File: config.mk
export PLATFORM = sky130hd
export DESIGN_NAME = btn_event_bank
export DESIGN_NICKNAME = d
export VERILOG_FILES = /design/src/rtl/btn_event_bank.sv
export SDC_FILE = /design/constraint.sdc
export NUM_CORES = 1
export LEC_CHECK = 0
export CORE_ASPECT_RATIO = 1.25
export CORE_MARGIN = 5
export CORE_UTILIZATION = 51
export CTS_CLUSTER_DIAMETER = 80
export CTS_CLUSTER_SIZE = 10
export DETAILED_ROUTE_END_ITERATION = 10
export GPL_ROUTABILITY_DRIVEN = 0
export GPL_TIMING_DRIVEN = 1
export PLACE_DENSITY = 0.75
export SYNTH_ARGS = -nofsm -noshare
export SYNTH_HDL_FRONTEND = slang
export SYNTH_SLANG_ARGS = --single-unit
File: constraint.sdc
create_clock -name clock -period 4 [get_ports clock]
set_input_delay 0.4 -clock clock [delete_from_list [all_inputs] [get_ports clock]]
set_output_delay 0.4 -clock clock [all_outputs]
set_load 0.02 [all_outputs]
File: src/rtl/btn_event_bank.sv
// Multi-channel push-button front end: synchronise, debounce on a shared tick,
// and emit clean level plus press/release/long/repeat pulses per channel.
module btn_event_bank #(
  parameter int CH           = 4,
  parameter int TICK_CNT     = 1000000,
  parameter int DB_SAMPLES   = 2,
  parameter int LONG_TICKS   = 100,
  parameter int REPEAT_TICKS = 20,
  parameter bit ACTIVE_LOW   = 1'b0
) (
  input  logic          clock,
  input  logic          reset,
  input  logic [CH-1:0] btn_in,
  output logic [CH-1:0] btn_level,
  output logic [CH-1:0] btn_press,
  output logic [CH-1:0] btn_release,
  output logic [CH-1:0] btn_long,
  output logic [CH-1:0] btn_repeat,
  output logic          tick
);

  localparam int PW = $clog2(TICK_CNT);
  localparam int AW = $clog2(DB_SAMPLES + 1);
  localparam int HW = (LONG_TICKS > 0) ? $clog2(LONG_TICKS + 1) : 1;
  localparam int RW = (REPEAT_TICKS > 0) ? $clog2(REPEAT_TICKS + 1) : 1;

  localparam logic [PW-1:0] PRE_LAST   = PW'(TICK_CNT - 1);
  localparam logic [AW-1:0] AGREE_LAST = AW'(DB_SAMPLES - 1);
  localparam logic [HW-1:0] HOLD_LAST  = HW'((LONG_TICKS > 0) ? LONG_TICKS - 1 : 0);
  localparam logic [RW-1:0] REP_LAST   = RW'((REPEAT_TICKS > 0) ? REPEAT_TICKS - 1 : 0);
  localparam logic [HW-1:0] HOLD_MAX   = {HW{1'b1}};
  localparam logic [RW-1:0] REP_MAX    = {RW{1'b1}};

  typedef enum logic [1:0] {ST_IDLE, ST_HELD, ST_LONG} state_t;

  logic [PW-1:0] pre_cnt_reg;
  logic          tick_reg;

  always_ff @(posedge clock) begin
    if (reset) begin
      pre_cnt_reg <= '0;
      tick_reg    <= 1'b0;
    end else begin
      tick_reg    <= (pre_cnt_reg == PRE_LAST);
      pre_cnt_reg <= (pre_cnt_reg == PRE_LAST) ? '0 : pre_cnt_reg + PW'(1);
    end
  end

  assign tick = tick_reg;

  for (genvar gi = 0; gi < CH; gi++) begin : g_ch
    logic          sync1_reg, sync2_reg;
    logic          raw;
    logic          flip;
    logic [AW-1:0] agree_reg, agree_next;
    logic          level_reg, level_next;
    state_t        state_reg, state_next;
    logic [HW-1:0] hold_reg, hold_next;
    logic [RW-1:0] rep_reg, rep_next;
    logic          press_reg, press_next;
    logic          release_reg, release_next;
    logic          long_reg, long_next;
    logic          repeat_reg, repeat_next;

    assign raw  = sync2_reg ^ ACTIVE_LOW;
    // The debounced level changes only on a tick that completes the agreement run.
    assign flip = tick_reg && (raw != level_reg) && (agree_reg == AGREE_LAST);

    always_comb begin
      agree_next   = agree_reg;
      level_next   = level_reg;
      state_next   = state_reg;
      hold_next    = hold_reg;
      rep_next     = rep_reg;
      press_next   = 1'b0;
      release_next = 1'b0;
      long_next    = 1'b0;
      repeat_next  = 1'b0;

      if (tick_reg) begin
        if (raw != level_reg) begin
          if (agree_reg == AGREE_LAST) begin
            agree_next = '0;
            level_next = ~level_reg;
          end else begin
            agree_next = agree_reg + AW'(1);
          end
        end else begin
          agree_next = '0;
        end
      end

      case (state_reg)
        ST_IDLE: begin
          if (flip) begin
            state_next = ST_HELD;
            press_next = 1'b1;
            hold_next  = '0;
            rep_next   = '0;
          end
        end
        ST_HELD, ST_LONG: begin
          if (flip) begin
            // Release wins over any long/repeat maturing on the same tick.
            state_next   = ST_IDLE;
            release_next = 1'b1;
            hold_next    = '0;
            rep_next     = '0;
          end else if (tick_reg) begin
            if (hold_reg != HOLD_MAX) hold_next = hold_reg + HW'(1);
            if (state_reg == ST_HELD) begin
              if ((LONG_TICKS != 0) && (hold_reg == HOLD_LAST)) begin
                long_next  = 1'b1;
                state_next = ST_LONG;
                rep_next   = '0;
              end
            end else if ((REPEAT_TICKS != 0) && (rep_reg == REP_LAST)) begin
              repeat_next = 1'b1;
              rep_next    = '0;
            end else if (rep_reg != REP_MAX) begin
              rep_next = rep_reg + RW'(1);
            end
          end
        end
        default: state_next = ST_IDLE;
      endcase
    end

    always_ff @(posedge clock) begin
      if (reset) begin
        sync1_reg   <= ACTIVE_LOW;
        sync2_reg   <= ACTIVE_LOW;
        agree_reg   <= '0;
        level_reg   <= 1'b0;
        state_reg   <= ST_IDLE;
        hold_reg    <= '0;
        rep_reg     <= '0;
        press_reg   <= 1'b0;
        release_reg <= 1'b0;
        long_reg    <= 1'b0;
        repeat_reg  <= 1'b0;
      end else begin
        sync1_reg   <= btn_in[gi];
        sync2_reg   <= sync1_reg;
        agree_reg   <= agree_next;
        level_reg   <= level_next;
        state_reg   <= state_next;
        hold_reg    <= hold_next;
        rep_reg     <= rep_next;
        press_reg   <= press_next;
        release_reg <= release_next;
        long_reg    <= long_next;
        repeat_reg  <= repeat_next;
      end
    end

    assign btn_level[gi]   = level_reg;
    assign btn_press[gi]   = press_reg;
    assign btn_release[gi] = release_reg;
    assign btn_long[gi]    = long_reg;
    assign btn_repeat[gi]  = repeat_reg;
  end

endmodule

---- After elaboration in Yosys (flattened, before gate mapping) ----
Index checks and enable logic that the tools add are counted.
storage, ports and cells
  flip-flop bits (word level) ............. 113
  bits of input ports ..................... 6
  output and inout bits ................... 21
  word-level logic and storage cells ...... 286
operators by class
  $add $sub $neg .......................... 13
  equal/unequal tests ..................... 61
  multiplexer cells ....................... 96
  bitwise logic cells ..................... 17
  reduce and logical (&&, ||, !) cells .... 53
operator list
  kind                                                              number
  5-bit 2-to-1 mux                                                  28
  7-bit 2-to-1 mux                                                  16
  2-bit 2-to-1 mux                                                  28
  7-bit one-hot mux with 2 select lines                             4
  3-bit inequality test (second input constant)                     16
  5-bit inequality test (second input constant)                     8
  5-bit one-hot mux with 2 select lines                             4
  5-bit OR reduction                                                8
  4-bit AND reduction                                               8
  7-bit by 1-bit adder with 7-bit output (second input constant)    4
  7-bit == test (second input constant)                             4
  7-bit inequality test (second input constant)                     4
  2-bit OR reduction                                                13
  20-bit by 1-bit adder with 20-bit output (second input constant)  1
  5-bit by 1-bit adder with 5-bit output (second input constant)    4
  20-bit == test (second input constant)                            1
  5-bit == test (second input constant)                             4
  5-bit AND reduction                                               4
  1-bit inverter                                                    17
  2-bit by 1-bit == test with 1-bit output (second input constant)  8
  4-bit inequality test (second input constant)                     4
  2-bit one-hot mux with 2 select lines                             4
  1-bit 2-to-1 mux                                                  12
  3-bit AND reduction                                               4
  7 further kinds                                                   32

---- Depth between registers and ports, before layout ----
Gate-level depths: netlist (run 1).
  depth in word-level cells ............... 7
  gate-level depth with buffers ........... 8
  mapped depth without buffers ............ 7

---- Worst setup path after synthesis (run 1) ----
OpenSTA, ideal clock, no wires.
  path kind ............................... reg-to-reg
  start ................................... reg g_ch[3].state_reg[0]
  end ..................................... reg g_ch[3].rep_reg[2]
  library setup time ...................... 121 ps
  arrival time ............................ 1,870 ps
  data required time ...................... 3,879 ps
  setup slack ............................. 2,010 ps
  cell stages (with the launch flop) ...... 8
  buffers on the path ..................... 0
  path through ............................ dfxtp_1 > inv_1 > ha_1 > nand2b_1 > a211oi_1 > a21oi_1 > nor2_1 > mux2_2
on the way
  cells in the longest elaborated chain, start to end .. 5
RTL lines
  element                                   line     text
  start, declared                           57       state_t state_reg, state_next;
  start signal, assigned                    147      state_reg <= state_next;
  2-bit by 1-bit == test with 1-bit output  93, 111
  5-bit 2-to-1 mux                          111      if (state_reg == ST_HELD) begin
  5-bit 2-to-1 mux                          109      end else if (tick_reg) begin
  5-bit 2-to-1 mux                          103      if (flip) begin
  5-bit one-hot mux with 2 select lines     93       case (state_reg)
  end signal, assigned                      149      rep_reg <= rep_next;
  end, declared                             59       logic [RW-1:0] rep_reg, rep_next;
Parallel ways exist; a longest one is shown, timed or not. The select of a mux whose other input is x is not followed.
A chain may end at the register's enable or synchronous reset.

---- Worst setup path after layout (run 1) ----
  start ................................... reg tick_reg (netlist: tick)
  end ..................................... reg g_ch[3].rep_reg[2]
on the way
  cells in the longest elaborated chain, start to end .. 4
RTL lines
  element                                                                                        line  text
  start, declared                                                                                37    logic tick_reg;
  start signal, assigned                                                                         44    tick_reg <= (pre_cnt_reg == PRE_LAST);
  1-bit logical AND (2 in series)                                                                67    assign flip = tick_reg && (raw != level_reg) && (agree_reg == AGREE_LAST);
  5-bit inequality test (no line) (tied with other cells)                                        -
  5-bit AND reduction (no line) / 5-bit one-hot mux with 2 select lines (equally long branches)  -
Parallel ways exist; a longest one is shown, timed or not.

==> results of run 1 <==
-- metal layers --
| layer | wire [um] | part of all wire |
|---|---|---|
| met1 | 4870 | 0.42 |
| met5 | 0 | 0 |
| met3 | 436 | 0.037 |
| met2 | 6184 | 0.53 |
| met4 | 164 | 0.014 |
-- placed cells by master, fill, tap and decap left out, types with 14 or more instances in the layout --
master / instances
nor2_1: 82
ha_1: 24
o21ai_1: 14
nor3_1: 26
nand2_1: 41
dfxtp_1: 113
clkdlybuf4s50_1: 25
inv_1: 30
nand3_1: 30
a21oi_1: 26
xnor2_1: 20
clkbuf_16: 17
and3_1: 19
-- power by group --
| part | switching (mW) | total (mW) | internal, mW |
|---|---|---|---|
| registers | 0.00385 | 1.14 | 1.14 |
| clock network | 0.475 | 1.31 | 0.838 |
| logic | 0.0418 | 0.0618 | 0.0200 |
-- critical path, stage by stage, from the launching register on --
cell	delay, ns
dfxtp_1	0.30
buf_4	0.26
nand3b_1	0.40
o2111a_1	0.43
and2_1	0.18
nor2_1	0.19
mux2_2	0.37
-- area by class of cell --
| class | instances | area share |
|---|---|---|
| clock buffer | 23 | 0.07770 |
| multi-input combinational | 459 | 0.4674 |
| clock inverter | 7 | 0.005579 |
| inverter | 31 | 0.01853 |
| sequential | 113 | 0.3602 |
| tap | 132 | 0.02630 |
| timing repair buffer | 29 | 0.04423 |
-- metrics by stage --
stage / worst slack [ns] / hold slack [ns]
after detailed placement: 1.810 / 0.4255
final: 1.742 / 0.4312
after CTS: 1.790 / 0.4369
after global placement: 1.880 / 0.4175
after floorplan: 2.010 / 0.4130
after global routing: 1.625 / 0.4550
-- cell families (layout without fill, tap and decap cells) --
logic type	count (synthesis)	after routing	synth area share
buffers and inverters	70	90	0.06188
AND/OR/NAND/NOR	277	277	0.2611
flip-flops	113	113	0.4083
AO/OA/AOI/OAI	109	109	0.1314
XOR/XNOR	34	34	0.05511
multiplexers	15	15	0.02800
adder cells (fa/ha/maj)	24	24	0.05420
-- cells in the mapped netlist, drive strengths merged (5+ instances only) --
cell and count:
nand3b 6, o31ai 7, or2 5, dfxtp 113
nand2b 5, o32ai 8, xnor2 21, clkbuf 14
xor2 13, and3 19, mux2i 11, inv 31
a21oi 26, nor2b 12, a2111oi 5, a211oi 5
ha 24, nor4 12, nand3 30, nand2 41
nor3 26, nor2 83, o21ai 26, buf 25
nor4b 5
-- worst paths after layout --
path | depth (start not counted) | start | slack [ns] | end
setup / recovery | 6 | tick$_SDFF_PP0_ | 1.74 | g_ch[3].rep_reg[2]$_SDFFE_PP0P_
hold / removal | 1 | g_ch[3].sync1_reg$_SDFF_PP0_ | 0.43 | g_ch[3].raw$_SDFF_PP0_
setup reg to reg | 6 | tick$_SDFF_PP0_ | 1.74 | g_ch[3].rep_reg[2]$_SDFFE_PP0P_
hold reg to reg | 1 | g_ch[3].sync1_reg$_SDFF_PP0_ | 0.43 | g_ch[3].raw$_SDFF_PP0_
==> flow_summary_export.csv, run 1 <==
group,metric,value,unit
global_routing,top_usage_layer,"met2",
layout,diodes,0,
synth,synth_top_cell_area_share,0.4083,
timing,hold_violations,0,
placement,placedCellCount,764,
synth,synth-edff-count,0,
worst_setup_path,cp-end-kind,"register",
layout,fin_area,6280,um^2
timing,fmax,442.8,MHz
layout,area_delta_synth_final,13.35,%
synth,ys_seq_area_frac,0.4083,
layout,nNetsFinal,681,
drt,drc,0,
global_routing,grt_max_degree,59,
global_routing,grt-ovfl-total,0,
die,ios,27,
layout,drive_gt1_frac,0.06647,
global_routing,antenna_found_initial,0,
timing,final-setup-viol-count,0,
layout,multi_input_area,2935,um^2
global_routing,grt_pass1_wl,20130,um
layout,largest_register_ff_count,28,
clock_network,htreeDepth,4,
clock_network,ctsResizeCount,0,
clock_network,cts_made_buffers,17,
die,initial_core_util,0.5219,
placement,place_area,5757,um^2
clock_network,clockBufferDepth,2,
global_routing,grt_pass1_vias,4561,
worst_setup_path,cp-start-kind,"register",
die,die_w,103.2,um
clock_network,cts-root-buf,"clkbuf_16",
layout,final_core_util,0.5916,
synth,async_reset_ff_frac,0,
layout,final_cells,794,
timing,clock_skew,0.008415,ns
clock_network,cts_setup_buffers,0,
synth,synth.distinct_cells,63,
synth,synth_area,5540,um^2
worst_setup_path,arrival,2.55,ns
die,fp-row-count,42,
power_and_ir_drop,ir_drop,0.0002235,V
drt,routed_via_density,5.777,
timing,final.period_utilization,0.5646,
hold_path,hold_class,"register to register",
synth,postSynthAreaPerCell,8.630,um^2
synth,synth_cells,642,
clock_network,clk_latency,0.41,ns
synth,yosysTopAreaCell,"dfxtp_1",
layout,ff_latch_area,2262,um^2
placement,dp_hpwl,7996,um
worst_setup_path,critPathKind,"register to register",
synth,netlist_top_cells_area,"dfxtp_1 (41%), nor2_1 (5.6%), ha_1 (5.4%)",
timing,tns,0,ns
timing,drv_slew,0,
power_and_ir_drop,power_leakage,2.322,nW
global_routing,grt.total_usage,0.1892,
power_and_ir_drop,power,2.514,mW
die,die_h,126.5,um
clock_network,postCtsHoldBufs,0,
power_and_ir_drop,p_per_area,400.4,nW/um^2
worst_setup_path,cp.required,4.29,ns
drt,routed-via-count,4587,
global_routing,gr-usage-met2,0.3336,
timing,worst_pin_slew,0.9834,ns
synth,yosys_warnings,0,
drt,drt-wirelength-per-cell,14.68,um
die,die_area,13060,um^2
die,fp.coreArea,10620,um^2
clock_network,tritoncts,"done",
drt,wl,11660,um
synth,ys_ff_latch,113,
worst_setup_path,crit_fanout,24,
clock_network,cts_num_sinks,113,
synth,synth.net_count,672,
timing,period_needed,2.258,ns
clock_network,clkTransAtPathRegs,0.05,ns
drt,dr.pass1.iters,6,
outcome,status,"complete, no violations",
layout,fillCellCount,936,
global_routing,met3_usage,0.04833,
global_routing,grtUsageMet1,0.2136,
timing,rsz0062_at_grt,"false",
timing,max_slew_margin,0.3397,
job,max_cap_viol_count,0,
drt,ant_nets,0,
synth,synth_flop_cell,"dfxtp_1",
placement,portBuffers,26,
drt,drt-initial-drc-count,231,
Note: power is estimated with default switching activity, not from simulation.
==> run 2, diff against run 1 <==
- PLACE_DENSITY: 0.75 -> 0.78
- clock period: 4 -> 1.9 ns (I/O delays scaled with it)
==> run 2 against run 1 <==
Effect of this change: sequential cell count did not move; clock skew fell by 0.0020 ns; non-clock buffer count rose by 42; maximum frequency rose by 23%; design area rose by 10%; sequential power rose by 110%; register-to-register slack got worse by 1.7 ns; routed wire length rose by 4.0%; critical path type unchanged; largest power group unchanged.
==> flow_summary_export.csv, run 2 (synthesis gave the netlist of run 1 again) <==
group,metric,value,unit
job,max_cap_viol_count,0,
die,die_area,13060,um^2
clock_network,clockBufferDepth,2,
worst_setup_path,cp_cell_sequence,"inv_1, ha_1, and3b_1, o21a_4, or4b_1, a21oi_1",
timing,final.period_utilization,0.9644,
layout,fin_area,6923,um^2
drt,dr.pass1.iters,5,
die,ios,27,
worst_setup_path,cp-end-kind,"register",
drt,routed_via_density,5.700,
clock_network,postCtsHoldBufs,0,
timing,drv_slew,0,
power_and_ir_drop,switching_share,0.1983,
worst_setup_path,crit-reg2reg-launch,"g_ch[1].state_reg[0]$_SDFFE_PP0P_",
die,initial_core_util,0.5219,
global_routing,grt_max_degree,45,
global_routing,grt-ovfl-total,0,
timing,period_needed,1.832,ns
layout,mostFrequentLayoutCell,"dfxtp_1",
worst_setup_path,critPathKind,"register to register",
timing,worst_pin_slew,0.5524,ns
worst_setup_path,crit_fanout,7,
placement,place_area,6073,um^2
die,fp-row-count,42,
timing,clock_skew,0.006365,ns
drt,drc,0,
layout,largest_register_ff_count,28,
worst_setup_path,critPathSlowestCell,"or4b_1",
worst_setup_path,arrival,2.17,ns
outcome,status,"complete, no violations",
global_routing,antenna_found_initial,0,
power_and_ir_drop,p_switching,1.162,mW
worst_setup_path,cp.required,2.24,ns
drt,wl,12120,um
timing,fmax,545.8,MHz
layout,drive_gt1_frac,0.1785,
worst_setup_path,critPathBufInv,1,
clock_network,clk_latency,0.41,ns
worst_setup_path,r2r_setup_slack,0.07,ns
layout,diodes,0,
power_and_ir_drop,p_seq_frac,0.409,
clock_network,cts_num_sinks,113,
clock_network,clkTransAtPathRegs,0.05,ns
die,fp.coreArea,10620,um^2
power_and_ir_drop,power.clock.fraction,0.563,
worst_setup_path,critPathLaunch,"g_ch[1].state_reg[0]$_SDFFE_PP0P_",
drt,routed-via-count,4777,
worst_setup_path,worstSetupPathDepth,6,
worst_setup_path,crit_family,"simple AND/OR/NAND/NOR gates",
clock_network,htreeDepth,4,
power_and_ir_drop,ir_drop,0.0007443,V
worst_setup_path,crit_path_end,"g_ch[1].hold_reg[5]$_SDFFE_PP0P_",
timing,final-setup-viol-count,0,
clock_network,tritoncts,"done",
drt,drt-initial-drc-count,265,
global_routing,grt.total_usage,0.1944,
worst_setup_path,r2r-end,"g_ch[1].hold_reg[5]$_SDFFE_PP0P_",
power_and_ir_drop,p_per_area,846.8,nW/um^2
global_routing,grt_pass1_wl,20680,um
clock_network,cts_made_buffers,17,
drt,ant_nets,0,
worst_setup_path,r2r_cells,6,
die,die_w,103.2,um
placement,portBuffers,26,
power_and_ir_drop,comb_power_share,0.028,
timing,rsz0062_at_grt,"true",
global_routing,grt_pass1_vias,4758,
timing,max_slew_margin,0.6304,
placement,dp_hpwl,8320,um
layout,nNetsFinal,723,
drt,drt-wirelength-per-cell,14.46,um
layout,fillCellCount,826,
worst_setup_path,cp-start-kind,"register",
power_and_ir_drop,power_leakage,2.604,nW
hold_path,hold_class,"input port to register",
layout,mostFrequentLayoutCells,"dfxtp_1 (111), nor2_1 (81), buf_4 (43), nand2_1 (40), inv_1 (30)",
timing,hold_violations,0,
worst_setup_path,critical_path.max_stage_delay,0.44,ns
clock_network,cts-root-buf,"clkbuf_16",
power_and_ir_drop,p_int,4.700,mW
layout,final_core_util,0.6522,
die,die_h,126.5,um
layout,area_delta_synth_final,24.95,%
## run 2: cell count changes in the layout (fill, tap and decap cells not counted), sizes merged
cell and delta:
clkinv -2, clkbuf -2, buf +42, bufinv +4
clkinvlp +2
## run 2: per-layer routing
layer  track usage  wire length [um]  vias up
met5             0                 0        -
met4       0.09223               331        0
met3       0.05217               523       34
met2        0.3359              6173      127
met1        0.2174              5089     2236
li1              -                 -     2380
## run 2: worst reg2reg max path: cells and delay by family, from the launching register on
kind            cells  cell delay, ns
simple gates        2            0.67
fa+ha+maj           1            0.33
flops               1            0.36
compound gates      2            0.33
buf+inv             1            0.07
## run 2: layout make-up
cell class / instances / area, um^2 / share of cell area
Multi-Input combinational cell: 459 / 3147 / 0.4545
Sequential cell: 113 / 2265 / 0.3271
Timing Repair Buffer: 71 / 609.3 / 0.08802
Clock buffer: 21 / 460.4 / 0.06651
Tap cell: 132 / 165.2 / 0.02386
Clock inverter: 11 / 160.2 / 0.02313
Inverter: 31 / 116.4 / 0.01681
## run 2: power groups by stage
stage	combinational (mW)	sequential [mW]	clock [mW]
detailed placement	0.154	2.45	0
global route	0.180	2.40	3.48
finish	0.165	2.40	3.30
CTS	0.157	2.40	3.35
global placement	0.150	2.45	0
floorplan	0.0943	2.44	0
## run 2: how the worst min path moves through the flow
stage / from / end / slack, ns / cells after the start
finish: reset / g_ch[2].level_reg$_SDFFE_PP0P_ / 0.22 / 3
global route: reset / g_ch[2].raw$_SDFF_PP0_ / 0.22 / 3
CTS: reset / g_ch[2].level_reg$_SDFFE_PP0P_ / 0.20 / 3
detailed placement: pre_cnt_reg[0]$_SDFF_PP0_ / pre_cnt_reg[0]$_SDFF_PP0_ / 0.43 / 1
global placement: pre_cnt_reg[0]$_SDFF_PP0_ / pre_cnt_reg[0]$_SDFF_PP0_ / 0.42 / 1
floorplan: btn_in[0] / g_ch[0].sync1_reg$_SDFF_PP0_ / 0.32 / 1
## run 2: timing repair
item	4_1_cts	5_1_grt
pin swaps	2	9
resized for setup	10	33
setup buffers	0	3
setup endpoints to repair	10	51
## run 2: metrics by stage
step	TNS [ns]	instances	hold slack [ns]	power (mW)	setup slack, ns
after detailed placement	-0.1090	803	0.4290	2.600	-0.06586
after floorplan	-0.03093	642	0.3182	2.538	-0.03093
after CTS	0	835	0.1998	5.902	0.009202
after global placement	0	803	0.4199	2.595	0.01696
after global routing	-0.1373	838	0.2221	6.053	-0.08137
final	0	838	0.2184	5.863	0.06770
